### src/rtl/uart_pkg.sv
// Shared UART definitions: FSM state encoding, parity selection and line levels.
// Used by both the TX engine and the RX-side checkers.
package uart_pkg;

    typedef enum logic [2:0] {
        IDLE   = 3'd0,
        START  = 3'd1,
        DATA   = 3'd2,
        PARITY = 3'd3,
        STOP   = 3'd4
    } uart_state_e;

    localparam logic PAR_EVEN  = 1'b0;
    localparam logic PAR_ODD   = 1'b1;

    localparam logic START_BIT = 1'b0;
    localparam logic STOP_BIT  = 1'b1;

endpackage

### src/rtl/uart_tx_serializer.sv
// Holds the latched data word and the data-bit counter for the TX engine.
// Provides a look-ahead bit so the top level can keep TX_OUT registered.
module uart_tx_serializer #(
    parameter int DATA_WIDTH = 8
) (
    input  logic                  clk_i,
    input  logic                  rst_ni,
    input  logic                  load_i,
    input  logic                  shift_i,
    input  logic [DATA_WIDTH-1:0] data_i,
    output logic [DATA_WIDTH-1:0] data_o,
    output logic                  next_bit_o,
    output logic                  done_o
);

    localparam int CW = (DATA_WIDTH > 1) ? $clog2(DATA_WIDTH) : 1;

    logic [DATA_WIDTH-1:0] data_q, data_d;
    logic [CW-1:0]         cnt_q, cnt_d;

    always_comb begin
        data_d = data_q;
        cnt_d  = cnt_q;
        if (load_i) begin
            data_d = data_i;
            cnt_d  = '0;
        end else if (shift_i) begin
            cnt_d = cnt_q + CW'(1);
        end
    end

    always_ff @(posedge clk_i or negedge rst_ni) begin
        if (!rst_ni) begin
            data_q <= '0;
            cnt_q  <= '0;
        end else begin
            data_q <= data_d;
            cnt_q  <= cnt_d;
        end
    end

    // Bit that will be on the line once the pending load/shift has taken effect.
    assign next_bit_o = data_q[cnt_d];
    assign done_o     = (cnt_q == CW'(DATA_WIDTH - 1));
    assign data_o     = data_q;

endmodule

### src/rtl/uart_tx_frame.sv
// UART transmit engine: one bit per CLK, frame = start, data LSB first,
// optional parity, one stop bit. TX_OUT and Busy come straight from flops.
module uart_tx_frame
    import uart_pkg::*;
#(
    parameter int DATA_WIDTH = 8
) (
    input  logic                  CLK,
    input  logic                  RST,
    input  logic [DATA_WIDTH-1:0] P_DATA,
    input  logic                  Data_Valid,
    input  logic                  PAR_EN,
    input  logic                  PAR_TYP,
    output logic                  TX_OUT,
    output logic                  Busy
);

    uart_state_e           state_q, state_d;
    logic                  tx_q, tx_d;
    logic                  busy_q, busy_d;
    logic                  par_en_q, par_typ_q;
    logic                  load_en, shift_en;
    logic                  next_bit, data_done, parity_bit;
    logic [DATA_WIDTH-1:0] data_lat;

    uart_tx_serializer #(
        .DATA_WIDTH (DATA_WIDTH)
    ) u_serializer (
        .clk_i      (CLK),
        .rst_ni     (RST),
        .load_i     (load_en),
        .shift_i    (shift_en),
        .data_i     (P_DATA),
        .data_o     (data_lat),
        .next_bit_o (next_bit),
        .done_o     (data_done)
    );

    assign parity_bit = (^data_lat) ^ par_typ_q;

    // Outputs are decided from the transition so they appear on the same edge as the new state.
    always_comb begin
        state_d  = state_q;
        tx_d     = STOP_BIT;
        busy_d   = 1'b0;
        load_en  = 1'b0;
        shift_en = 1'b0;
        case (state_q)
            IDLE: begin
                if (Data_Valid) begin
                    state_d = START;
                    load_en = 1'b1;
                    tx_d    = START_BIT;
                    busy_d  = 1'b1;
                end
            end
            START: begin
                state_d = DATA;
                tx_d    = next_bit;
                busy_d  = 1'b1;
            end
            DATA: begin
                busy_d = 1'b1;
                if (data_done) begin
                    if (par_en_q) begin
                        state_d = PARITY;
                        tx_d    = parity_bit;
                    end else begin
                        state_d = STOP;
                        tx_d    = STOP_BIT;
                    end
                end else begin
                    shift_en = 1'b1;
                    tx_d     = next_bit;
                end
            end
            PARITY: begin
                state_d = STOP;
                tx_d    = STOP_BIT;
                busy_d  = 1'b1;
            end
            STOP: begin
                state_d = IDLE;
            end
            default: begin
                state_d = IDLE;
            end
        endcase
    end

    always_ff @(posedge CLK or negedge RST) begin
        if (!RST) begin
            state_q   <= IDLE;
            tx_q      <= STOP_BIT;
            busy_q    <= 1'b0;
            par_en_q  <= 1'b0;
            par_typ_q <= PAR_EVEN;
        end else begin
            state_q <= state_d;
            tx_q    <= tx_d;
            busy_q  <= busy_d;
            if (load_en) begin
                par_en_q  <= PAR_EN;
                par_typ_q <= PAR_TYP;
            end
        end
    end

    assign TX_OUT = tx_q;
    assign Busy   = busy_q;

endmodule

### config.mk
export PLATFORM = sky130hd
export DESIGN_NAME = uart_tx_frame
export DESIGN_NICKNAME = d
export VERILOG_FILES = /design/src/rtl/uart_pkg.sv /design/src/rtl/uart_tx_serializer.sv /design/src/rtl/uart_tx_frame.sv
export SDC_FILE = /design/constraint.sdc
export NUM_CORES = 1
export LEC_CHECK = 0
export ABC_AREA = 1
export ABC_CLOCK_PERIOD_IN_PS = 1500
export CORE_ASPECT_RATIO = 0.7
export CORE_UTILIZATION = 40
export DETAILED_ROUTE_END_ITERATION = 8
export SLEW_MARGIN = 20
export SYNTH_ARGS = -nofsm -noshare
export SYNTH_HDL_FRONTEND = slang
export SYNTH_SLANG_ARGS = --single-unit
export TNS_END_PERCENT = 30
### constraint.sdc
create_clock -name CLK -period 1.5 [get_ports CLK]
set_input_delay 0.15 -clock CLK [delete_from_list [all_inputs] [get_ports CLK]]
set_output_delay 0.15 -clock CLK [all_outputs]
set_load 0.02 [all_outputs]
=== Yosys cells after proc, flatten, opt, wreduce, memory -nomap -nowiden ===
Index checks and enable logic that the tools add are counted.

* Word-level logic and storage cells: 37
* Bits of input ports: 13
* Bits in read-only memories: 0
* Bits in writable memories: 0
* Memories: 0
* Register bits: 18
* Bits in latches: 0
* Output and inout bits: 2

* $mul: 0
* Bitwise operators: 1
* Order comparisons: 1
* Shift operators: 0
* Div/mod/pow operators: 0
* Reduce and logical (&&, ||, !) cells: 4
* Multiplexer cells: 17
* Add/subtract/negate cells: 1
* Equal/unequal tests: 6

{| class="wikitable"
|+ Operators by type and width
! operator !! count
|-
| $mux 3 || 5
|-
| $pmux 3 s4 || 1
|-
| $mux 1 || 8
|-
| $reduce_xor 8->1 || 1
|-
| $eq 3x2->1 const B || 2
|-
| $lt 3x4->1 const B || 1
|-
| $ne 2x2->1 const B || 2
|-
| $add 3x1->3 const B || 1
|-
| $bmux 1 s3 || 1
|-
| $eq 3x1->1 const B || 1
|-
| $eq 3x3->1 const B || 1
|-
| $logic_not 3->1 || 1
|-
| $pmux 1 s3 || 1
|-
| $reduce_or 3->1 || 1
|-
| $pmux 1 s2 || 1
|-
| $reduce_and 2->1 || 1
|-
| $xor 1x1->1 || 1
|}

=== Depth between registers and ports, before layout ===
Gate-level depths: netlist (run 1).

* Depth in word-level cells: 9
* Mapped depth: 11

=== Modules after synthesis ===
From an unflattened synthesis (run 1), not the netlist that was laid out.

* Cells, all modules: 152
* Area total of the unflattened synthesis: 1,112.3 µm²

{| class="wikitable"
|+ Modules (own cells, without submodules)
! module !! area an instance (µm²) !! times used !! sequential area each (µm²) !! cells each
|-
| uart_tx_serializer || 596.8 || 1 || 275.3 || 74
|-
| uart_tx_frame || 515.5 || 1 || 176.4 || 78
|}

=== Least setup slack after synthesis (run 1) ===
No wires, ideal clock.

* Kind: register -> register
* Start point: register u_serializer.cnt_q[0]
* End point: register tx_q, in the netlist TX_OUT
* Buffers on the path: 0
* Slack: -0.085 ns
* Arrival time: 1.508 ns
* Clock period less this slack: 1.585 ns
* Cell stages (with the launch flop): 11
* Path through: dfrtp_1 > ha_1 > ha_1 > inv_1 > nand4_1 > nand3_2 > nand2_1 > nand3_1 > nand3_1 > nand3_1 > nand2_1

* Word-level cells in the longest chain between the ends: 9

{| class="wikitable"
|+ RTL lines
! what !! line !! RTL
|-
| start, declared || uart_tx_serializer.sv:19 || <nowiki>logic [CW-1:0] cnt_q, cnt_d;</nowiki>
|-
| start signal, assigned || uart_tx_serializer.sv:38 || <nowiki>cnt_q <= cnt_d;</nowiki>
|-
| $eq 3x3->1 || uart_tx_serializer.sv:44 || <nowiki>assign done_o = (cnt_q == CW'(DATA_WIDTH - 1));</nowiki>
|-
| $mux 1 || uart_tx_frame.sv:64 || <nowiki>if (data_done) begin</nowiki>
|-
| $mux 1 || uart_tx_frame.sv:48 || <nowiki>case (state_q)</nowiki>
|-
| $mux 3 || uart_tx_serializer.sv:27 || <nowiki>end else if (shift_i) begin</nowiki>
|-
| $mux 3 || uart_tx_serializer.sv:24 || <nowiki>if (load_i) begin</nowiki>
|-
| $bmux 1 s3 || uart_tx_serializer.sv:43 || <nowiki>assign next_bit_o = data_q[cnt_d];</nowiki>
|-
| $mux 1 (not written as such) || uart_tx_serializer.sv:43 ||
|-
| $mux 1 || uart_tx_frame.sv:64 ||
|-
| $pmux 1 s3 (*) || uart_tx_frame.sv:48 ||
|-
| via tx_d || uart_tx_frame.sv:19 || <nowiki>logic tx_q, tx_d;</nowiki>
|-
| end signal, assigned || uart_tx_frame.sv:100 || <nowiki>tx_q <= tx_d;</nowiki>
|-
| end, declared || uart_tx_frame.sv:19 ||
|}

Mark *: on every way through the listed nets, which the timed path passes. The rest lies on a longest branch. The select of a mux whose other input is x is not followed.
A chain may end at the register's enable or synchronous reset.

=== Final worst setup path (run 1) ===
* Start point: register u_serializer.cnt_q[1]
* End point: register tx_q, in the netlist TX_OUT

The elaborated chain is that of the path after synthesis.

==> metrics, run 1 <==
Required @ worst endpoint roughly 1700 ps; RSZ-0062 raised after global routing true; Area growth syn-to-layout 37.89%; outcome complete, but fails checks; DRT antenna net count 0; #FFs+latches synth 18; Initial Util 42.44%; final hold vios 0; post-synth top area share 40.77%; first-pass GRT wire length 3.898 mm; CP Class reg -> reg; startpoint types flop; DRT iter0 DRCs 28; Avg Inst Size Synth 7.846 sq um; Post-Layout Cell Count 197; worst vdd ir 0.001220 V; Max Clock Skew 0.8672 ps; Worst-Skew Late Latency 260 ps; fin. max-slew vios 0; fin crit period 1624 ps; CP Max Fanout 5; Root Driver clkbuf_8; gr usage total 19.33%; Routed Wire Length ~2.4 mm; Crit. End Element flop; DR top layer met4; Reg area between 400 and 500 sq um; final worst-path cycle share 108.3%; clock tree buffer depth 2; Post-Syn Area between 1000 and 1500 sq um; Fill cells about 230; die area 2820 sq um; Cell Rows 15; via count of the first global-routing pass 904; Die Y 44.74 microns; Routed met2 length between 1 and 1.5 mm; Post-Synthesis Cells approximately 130; WL/cell 12.28 microns; worst setup margin -124.2 ps; CTS tree done; die extent in x 63.05 microns; final setup violation count 2; Pwr Total 3.312 mW; IO Pins 15; relative slew slack 80.66%; total clock buffers created by CTS 3; Yosys top cell by area dfrtp_1; largest net degree at the start of global routing 19; H-Tree Level Count 1; post-synth cell types 22; number of iterations in the first detailed-routing pass 4; area of the multi-input gates ~560 sq um; core area 2459 sq um; clk sinks 18; total gr overflow 0; Post-Syn Nets 148; Cell Pwr Density 2302 nW/um^2; DRC violations left 0; Worst Reg2Reg Path Length in Cells 10; Critical Path AT roughly 1800 ps; Post-DP HPWL 1.755 mm; # diodes 0; worst-margin pin slew between 200 and 300 ps; WL met1 1.094 mm; failing checks setup timing; Worst-path clk slew 70 ps; DR vias 972; Lkg Pwr around 0.7 nW; Min-Delay Path Class in -> async; Placed Cells 189; layout cell share with drive strength beyond 1 26.99%; Nets ~180; routed vias/inst 4.934; Max Fclk 0.6157 GHz; post-synthesis sequential area ratio 43.29%; Port-buffer cells 14; Synth Warn # 0; max-cap violation count 0; Synth area leaders dfrtp_1 (41%), nand2_1 (11%), nand3_1 (7.7%), inv_1 (6.8%), o21ai_0 (5.8%); met3 wire length between 100 and 150 microns; initial antenna violation count 0; placer congestion estimate ~0.8
==> cell usage in the layout (no fill, tap or decap) <==
| cell type | Yosys | routed |
|---|---|---|
| nand2_1 | 30 | 27 |
| inv_1 | 19 | 18 |
| dfrtp_1 | 17 | 17 |
| clkdlybuf4s50_1 | 0 | 13 |
| buf_4 | 0 | 13 |
| o21ai_0 | 12 | 12 |
| nor2_1 | 11 | 11 |
| nand3_1 | 16 | 9 |
| nand3_2 | 2 | 8 |
| nand2_2 | 3 | 6 |
| nand4_1 | 4 | 4 |
| nor2_4 | 3 | 3 |
| clkbuf_8 | 0 | 3 |
| inv_2 | 2 | 2 |
| nand3_4 | 1 | 2 |
| a31oi_1 | 2 | 2 |
| a21oi_1 | 2 | 2 |
| dfstp_2 | 1 | 1 |
| inv_4 | 0 | 1 |
| nand2_4 | 1 | 1 |
| nor3_4 | 1 | 1 |
| nor3_1 | 1 | 1 |
| a211oi_1 | 1 | 1 |
| ha_2 | 0 | 1 |
| ha_4 | 0 | 1 |
| clkbuf_1 | 0 | 1 |
| dlygate4sd2_1 | 0 | 1 |
| buf_12 | 0 | 1 |
==> logic make-up (layout without fill, tap and decap cells) <==
kind of cell	Yosys count	count (layout)	share of synthesized area, %
AOI/OAI and AO/OA	17	17	8.633
DFF	18	18	43.29
and+or+nand+nor	73	73	36.57
adders and majority gates	2	2	2.398
buffers and inverters	23	53	9.113
==> stage by stage <==
step           setup slack [ps]  hold slack (ps)  setup TNS, ps  utilization (%)  cell area (sq um)
2_1_floorplan             10.00           -145.6              0                -               1056
3_3_place_gp             -65.34            503.0         -65.34            53.28               1310
3_5_place_dp             -140.9            502.8         -140.9            53.28               1310
4_1_cts                  -150.7            216.1         -231.8            56.59               1391
5_1_grt                  -222.7            241.7         -376.0            58.52               1439
6_report                 -124.2            210.9         -205.1            58.52               1439
==> final cells by class <==
| class | count | share of cell area (%) |
|---|---|---|
| well taps | 34 | 2.957 |
| inverters | 21 | 5.652 |
| clock buffers | 4 | 3.130 |
| multi-input cells | 92 | 39.04 |
| repair buffers | 28 | 17.83 |
| flip-flops and latches | 18 | 31.39 |
==> path summary, 6_finish.rpt <==
path,start,to,slack (ps)
min reg2reg,par_en_q,state_q[2],560
min,RST,Busy,210
max,u_serializer.cnt_q[1],TX_OUT,-120
min in group CLK,PAR_EN,par_en_q,420
max in group asynchronous,RST,TX_OUT,1030
max reg2reg,u_serializer.cnt_q[1],TX_OUT,-120
==> power breakdown <==
part	leakage (nW)	switching, mW	internal [mW]
Combinational	0.446	1.22	0.864
Sequential	0.221	0.137	0.732
Clock	0.0228	0.170	0.190
Total	0.690	1.53	1.79
==> per-layer routing <==
| metal | vias up | GRT usage [%] |
|---|---|---|
| met1 | 460 | 22.65 |
| met4 | 0 | 11.16 |
| met3 | 5 | 5.303 |
| met5 | - | 0 |
| met2 | 18 | 32.90 |
| li1 | 489 | - |
==> state kept, by name, indices dropped and copies added (netlist names) <==
signal / count
u_serializer.data_o: 8
state_q: 3
u_serializer.cnt_q: 3
Busy: 1
TX_OUT: 1
par_en_q: 1
par_typ_q: 1
==> worst max-delay path, cell delays in order (launching register included) <==
cell and delay (ps):
dfrtp_1 390, ha_2 200, ha_4 160, inv_4 60, nand4_1 230, nand3_4 180
nand2_2 70, nand3_2 60, nand3_2 80, nand3_2 70, nand2_1 50
==> Yosys cell counts, drive strengths merged <==
cell and number:
a211oi 1, a21oi 2, a31oi 2, buf 2, dfrtp 17, dfstp 1, ha 2, inv 21
nand2 34, nand3 19, nand4 4, nor2 14, nor3 2, o21ai 12
==> repair_timing <==
action,in CTS,in global routing
endpoints found under the setup margin,2,2
gates cloned,0,0
resized for setup,4,9
pin swaps,5,3
setup buffers,3,1
hold buffers,0,0
No activity file was read; power rests on OpenSTA's default activity.
==> inputs of run 2 (changes only) <==
- GPL_ROUTABILITY_DRIVEN: default -> 0
- PLACE_DENSITY: default -> 0.76
==> metrics, run 2 (synthesis gave the netlist of run 1 again) <==
CP Class reg -> reg; Critical Path Slowest Stage Cell dfrtp_1; core area 2459 sq um (unchanged); Reg-to-Reg End TX_OUT; gr usage total 19.07% (-0.26 points); relative slew slack 72.65% (-8.0 points); Worst-Skew Late Latency 250 ps (about the same); failing checks setup timing; hold-fix buffer count after cts 0 (unchanged); DR vias 978 (+0.62%); setup_tns -157.4 ps (+47.76 ps); Top cell by count, worst path nand3_2; number of iterations in the first detailed-routing pass 4 (unchanged); Min-Delay Path Class in -> async; Required @ worst endpoint 1690 ps (about the same); routed vias/inst 5.015 (+1.6%); outcome complete, but fails checks; worst-margin pin slew 408.9 ps (+120.2 ps); Worst Reg2Reg Path Length in Cells 10 (unchanged); WL/cell 12.04 microns (-2.0%); Routed Wire Length 2.347 mm (-3.0%); via count of the first global-routing pass 911 (+0.77%); fin crit period 1650 ps (+25.95 ps); layout cell share with drive strength beyond 1 29.19% (+2.2 points); Cell Rows 15 (unchanged); Port-buffer cells 14 (unchanged); Max Fclk 0.6060 GHz (-1.6%); first-pass GRT wire length 4.008 mm (+2.8%); most frequent cells in the layout nand2_1 (25), inv_1 (18), dfrtp_1 (17); R2R Setup Slk -150 ps (-30 ps); CP peak stage delay 390 ps (about the same); startpoint types flop; Max Clock Skew 2.622 ps (+1.754 ps); final setup violation count 2 (unchanged); Lkg Pwr 0.6772 nW (-1.8%); worst setup margin -150.2 ps (-25.95 ps); number of flip-flops in the largest register 8 (unchanged); DRC violations left 0 (unchanged); CP cell instances ha_2 > ha_4 > inv_4 > nand4_1 > nand3_4 > nand2_2 > nand3_2 > nand3_2 > nand3_2 > nand2_2; Cell Pwr Density 2287 nW/um^2 (-0.65%); Critical Path AT 1840 ps (+20 ps); die extent in x 63.05 microns (unchanged); clock tree buffer depth 2 (unchanged); largest net degree at the start of global routing 11 (-8); max-cap violation count 0 (unchanged); Post-DP HPWL 1.832 mm (+4.3%); Nets 177 (-1.1%); total clock buffers created by CTS 3 (unchanged); Area growth syn-to-layout 37.29%; # diodes 0 (unchanged); most common cell after layout, fill and taps aside nand2_1; RSZ-0062 raised after global routing true; Initial Util 42.44% (unchanged); IO Pins 15 (unchanged); clk sinks 18 (unchanged); Worst-path clk slew 70 ps (about the same); CTS tree done; final worst-path cycle share 110.0% (+1.7 points); initial antenna violation count 0 (unchanged); hold slack 189.4 ps (-21.56 ps); DRT iter0 DRCs 48 (+71%); Crit Reg-Reg Startpoint u_serializer.cnt_q[1]; die area 2820 sq um (unchanged); total gr overflow 0 (unchanged); fin. max-slew vios 0 (unchanged); final hold vios 0 (unchanged); H-Tree Level Count 1 (unchanged); CP Max Fanout 5 (unchanged); Pwr Total 3.276 mW (-1.1%); Crit. End Element flop; Die Y 44.74 microns (unchanged); Root Driver clkbuf_8; worst vdd ir 0.0008853 V (-27%); DRT antenna net count 0 (unchanged)
-- run 2: cell count changes in the layout (fill, tap and decap cells not counted), sizes merged --
cell	change
buf	-2
-- run 2: critical path, delay by kind of cell (launching register included) --
kind / cells / cell delay, ps
buffers and inverters: 1 / 70
DFF: 1 / 390
and+or+nand+nor: 7 / 750
adders and majority gates: 2 / 360
-- run 2: cell type report --
cell class,count,area (sq um)
Timing Repair Buffer,26,229.0
Sequential cell,18,451.7
Fill cell,232,1026
Tap cell,34,42.54
Inverter,21,81.33
Multi-Input combinational cell,92,583.1
Clock buffer,4,45.04
-- run 2: layer usage --
layer	share of wire [%]	vias to the layer above	GRT usage, %
met5	0	-	0
met4	1.5	0	6.047
met3	3.9	4	5.303
met2	48	23	30.97
met1	47	462	25.12
li1	-	489	-
-- run 2: worst max path at each step --
stage                     startpoint      to  slack (ps)  depth (start not counted)
2_1_floorplan  u_serializer.cnt_q[0]  TX_OUT          10                         10
3_3_place_gp   u_serializer.cnt_q[0]  TX_OUT         -50                         10
3_5_place_dp   u_serializer.cnt_q[1]  TX_OUT        -170                         10
4_1_cts        u_serializer.cnt_q[0]  TX_OUT        -170                         10
5_1_grt        u_serializer.cnt_q[1]  TX_OUT        -270                         10
6_report       u_serializer.cnt_q[1]  TX_OUT        -150                         10
-- run 2: per-stage QoR --
stage	setup WS, ps	cells	utilization (%)	area, sq um
floorplan	10.00	133	-	1056
global placement	-50.36	189	52.77	1297
detailed placement	-174.8	189	52.77	1297
CTS	-165.5	195	57.40	1411
global route	-268.0	195	58.27	1433
finish	-150.2	195	58.27	1433
-- run 2: power by group --
part	leakage [nW]	switching [mW]	internal, mW
logic	0.434	1.23	0.811
clock network	0.0228	0.162	0.189
registers	0.221	0.147	0.732
total	0.677	1.54	1.73
-- run 2: timing repair --
action	in CTS	in global routing
gates resized for setup	13	7
gates cloned	0	0
buffers inserted	2	0
pin swaps	10	10
endpoints found under the setup margin	3	14
==> inputs of run 3 (changes only) <==
- PLACE_DENSITY: 0.76 -> default
- PLACE_DENSITY_LB_ADDON: default -> 0.12
==> metrics, run 3 (synthesis gave the netlist of run 1 again) <==
Min-Delay Path Class in -> async; Top cell by count, worst path nand3_2; die extent in x 63.05 microns (unchanged); Area growth syn-to-layout 38.85%; Cell Rows 15 (unchanged); routed vias/inst 4.892 (-2.5%); cell count along the critical path 10 (unchanged); most frequent cells in the layout nand2_1 (27), inv_1 (18), dfrtp_1 (17); Max Fclk 0.6047 GHz (-0.21%); clock tree buffer depth 2 (unchanged); Required @ worst endpoint 1690 ps (about the same); Post-Layout Cell Count 195 (unchanged); worst setup margin -153.7 ps (-3.495 ps); Lkg Pwr 0.6896 nW (+1.8%); Die Y 44.74 microns (unchanged); DRC violations left 0 (unchanged); CP cell instances ha_2 > ha_4 > inv_4 > nand4_1 > nand3_4 > nand2_1 > nand3_2 > nand3_2 > nand3_2 > nand2_1; Worst-path clk slew 70 ps (about the same); WL/cell 11.89 microns (-1.2%); Critical Path AT 1850 ps (about the same); via count of the first global-routing pass 891 (-2.2%); CP Max Fanout 5 (unchanged); RSZ-0062 raised after global routing true; largest net degree at the start of global routing 19 (+8); IO Pins 15 (unchanged); core area 2459 sq um (unchanged); DRT antenna net count 0 (unchanged); post-layout instance area 1449 sq um (+1.1%); Pwr Total 3.327 mW (+1.5%); Worst Reg2Reg Path Length in Cells 10 (unchanged); worst-margin pin slew 271.8 ps (-137.1 ps); max-cap violation count 0 (unchanged); CP startpoint u_serializer.cnt_q[0]; hold slack 230.4 ps (+41.07 ps); final setup violation count 2 (unchanged); Crit. End Element flop; startpoint types flop; # diodes 0 (unchanged); initial antenna violation count 0 (unchanged); Initial Util 42.44% (unchanged); CTS tree done; total clock buffers created by CTS 3 (unchanged); dpl cell area 1323 sq um (+1.9%); CP endpoint TX_OUT; Placed Cells 189 (unchanged); worst vdd ir 0.001054 V (+19%); fin. max-slew vios 0 (unchanged); CP Class reg -> reg; R2R Setup Slk -150 ps (about the same); Crit Reg-Reg Startpoint u_serializer.cnt_q[0]; CP peak stage delay 390 ps (about the same); die area 2820 sq um (unchanged); Routed Wire Length 2.319 mm (-1.2%); Max Clock Skew 3.464 ps (+0.8419 ps); failing checks setup timing; cell family with most CP delay simple AND/OR/NAND/NOR gates; DR vias 954 (-2.5%); layout cell share with drive strength beyond 1 27.33% (-1.9 points); most common cell after layout, fill and taps aside nand2_1; Cell Pwr Density 2296 nW/um^2 (+0.41%); first-pass GRT wire length 3.732 mm (-6.9%); DRT iter0 DRCs 31 (-35%); Critical Path Slowest Stage Cell dfrtp_1; H-Tree Level Count 1 (unchanged); fin crit period 1654 ps (+3.495 ps); Post-Place Worst Slack -117.6 ps (+57.15 ps); Root Driver clkbuf_8; Port-buffer cells 14 (unchanged); total gr overflow 0 (unchanged); gr usage total 18.10% (-0.96 points); final hold vios 0 (unchanged); Fill cells 229 (-1.3%); Nets 177 (unchanged); Reg-to-Reg End TX_OUT; CP Buf/Inv Count 1 (unchanged); Worst-Skew Late Latency 260 ps (about the same); number of iterations in the first detailed-routing pass 6 (+2); clk sinks 18 (unchanged); Post-DP HPWL 1.716 mm (-6.3%); outcome complete, but fails checks; number of flip-flops in the largest register 8 (unchanged); relative slew slack 81.79% (+9.1 points); final worst-path cycle share 110.2% (+0.23 points)
==> run 3: timing repair <==
item / in CTS / in global routing
endpoints found under the setup margin: 2 / 4
hold buffers: 0 / 0
endpoints found under the hold margin: 0 / 0
resized for setup: 1 / 13
setup buffers: 0 / 2
cloned: 0 / 0
pin swaps: 0 / 7
==> run 3: worst min-delay path by stage <==
stage / end / slack (ps) / depth (start not counted) / from
floorplan: Busy / -150 / 0 / RST
global placement: u_serializer.data_o[6] / 500 / 2 / RST
detailed placement: u_serializer.data_o[6] / 510 / 2 / RST
CTS: u_serializer.data_o[6] / 240 / 2 / RST
global route: u_serializer.data_o[6] / 250 / 2 / RST
finish: u_serializer.data_o[6] / 230 / 2 / RST
==> run 3: per-stage QoR <==
step                      TNS (ps)  utilization (%)
after global routing        -470.1            58.93
after detailed placement    -117.6            53.79
after floorplan                  0                -
after global placement      -52.03            53.79
final                       -254.1            58.93
after CTS                   -128.8            55.98
==> run 3: cell type report <==
| class | count | area (sq um) | share of cell area (%) |
|---|---|---|---|
| Multi-Input combinational cell | 92 | 564.3 | 38.95 |
| Sequential cell | 18 | 451.7 | 31.17 |
| Timing Repair Buffer | 26 | 254.0 | 17.53 |
| Inverter | 21 | 81.33 | 5.613 |
| Clock buffer | 4 | 55.05 | 3.800 |
| Tap cell | 34 | 42.54 | 2.936 |
==> run 3: metal layers <==
metal  track usage, %  vias up  wire length [microns]
li1                 -      488                      -
met1            22.78      445                   1127
met5                0        -                      0
met3            6.313        5                    100
met2            30.97       16                   1059
met4            3.256        0                     31
==> run 3: where the power goes <==
part           internal, mW  switching (mW)  total, mW
Clock                 0.233           0.163      0.397
Combinational         0.842            1.22       2.06
Sequential            0.732           0.136      0.868
Total                  1.81            1.52       3.33
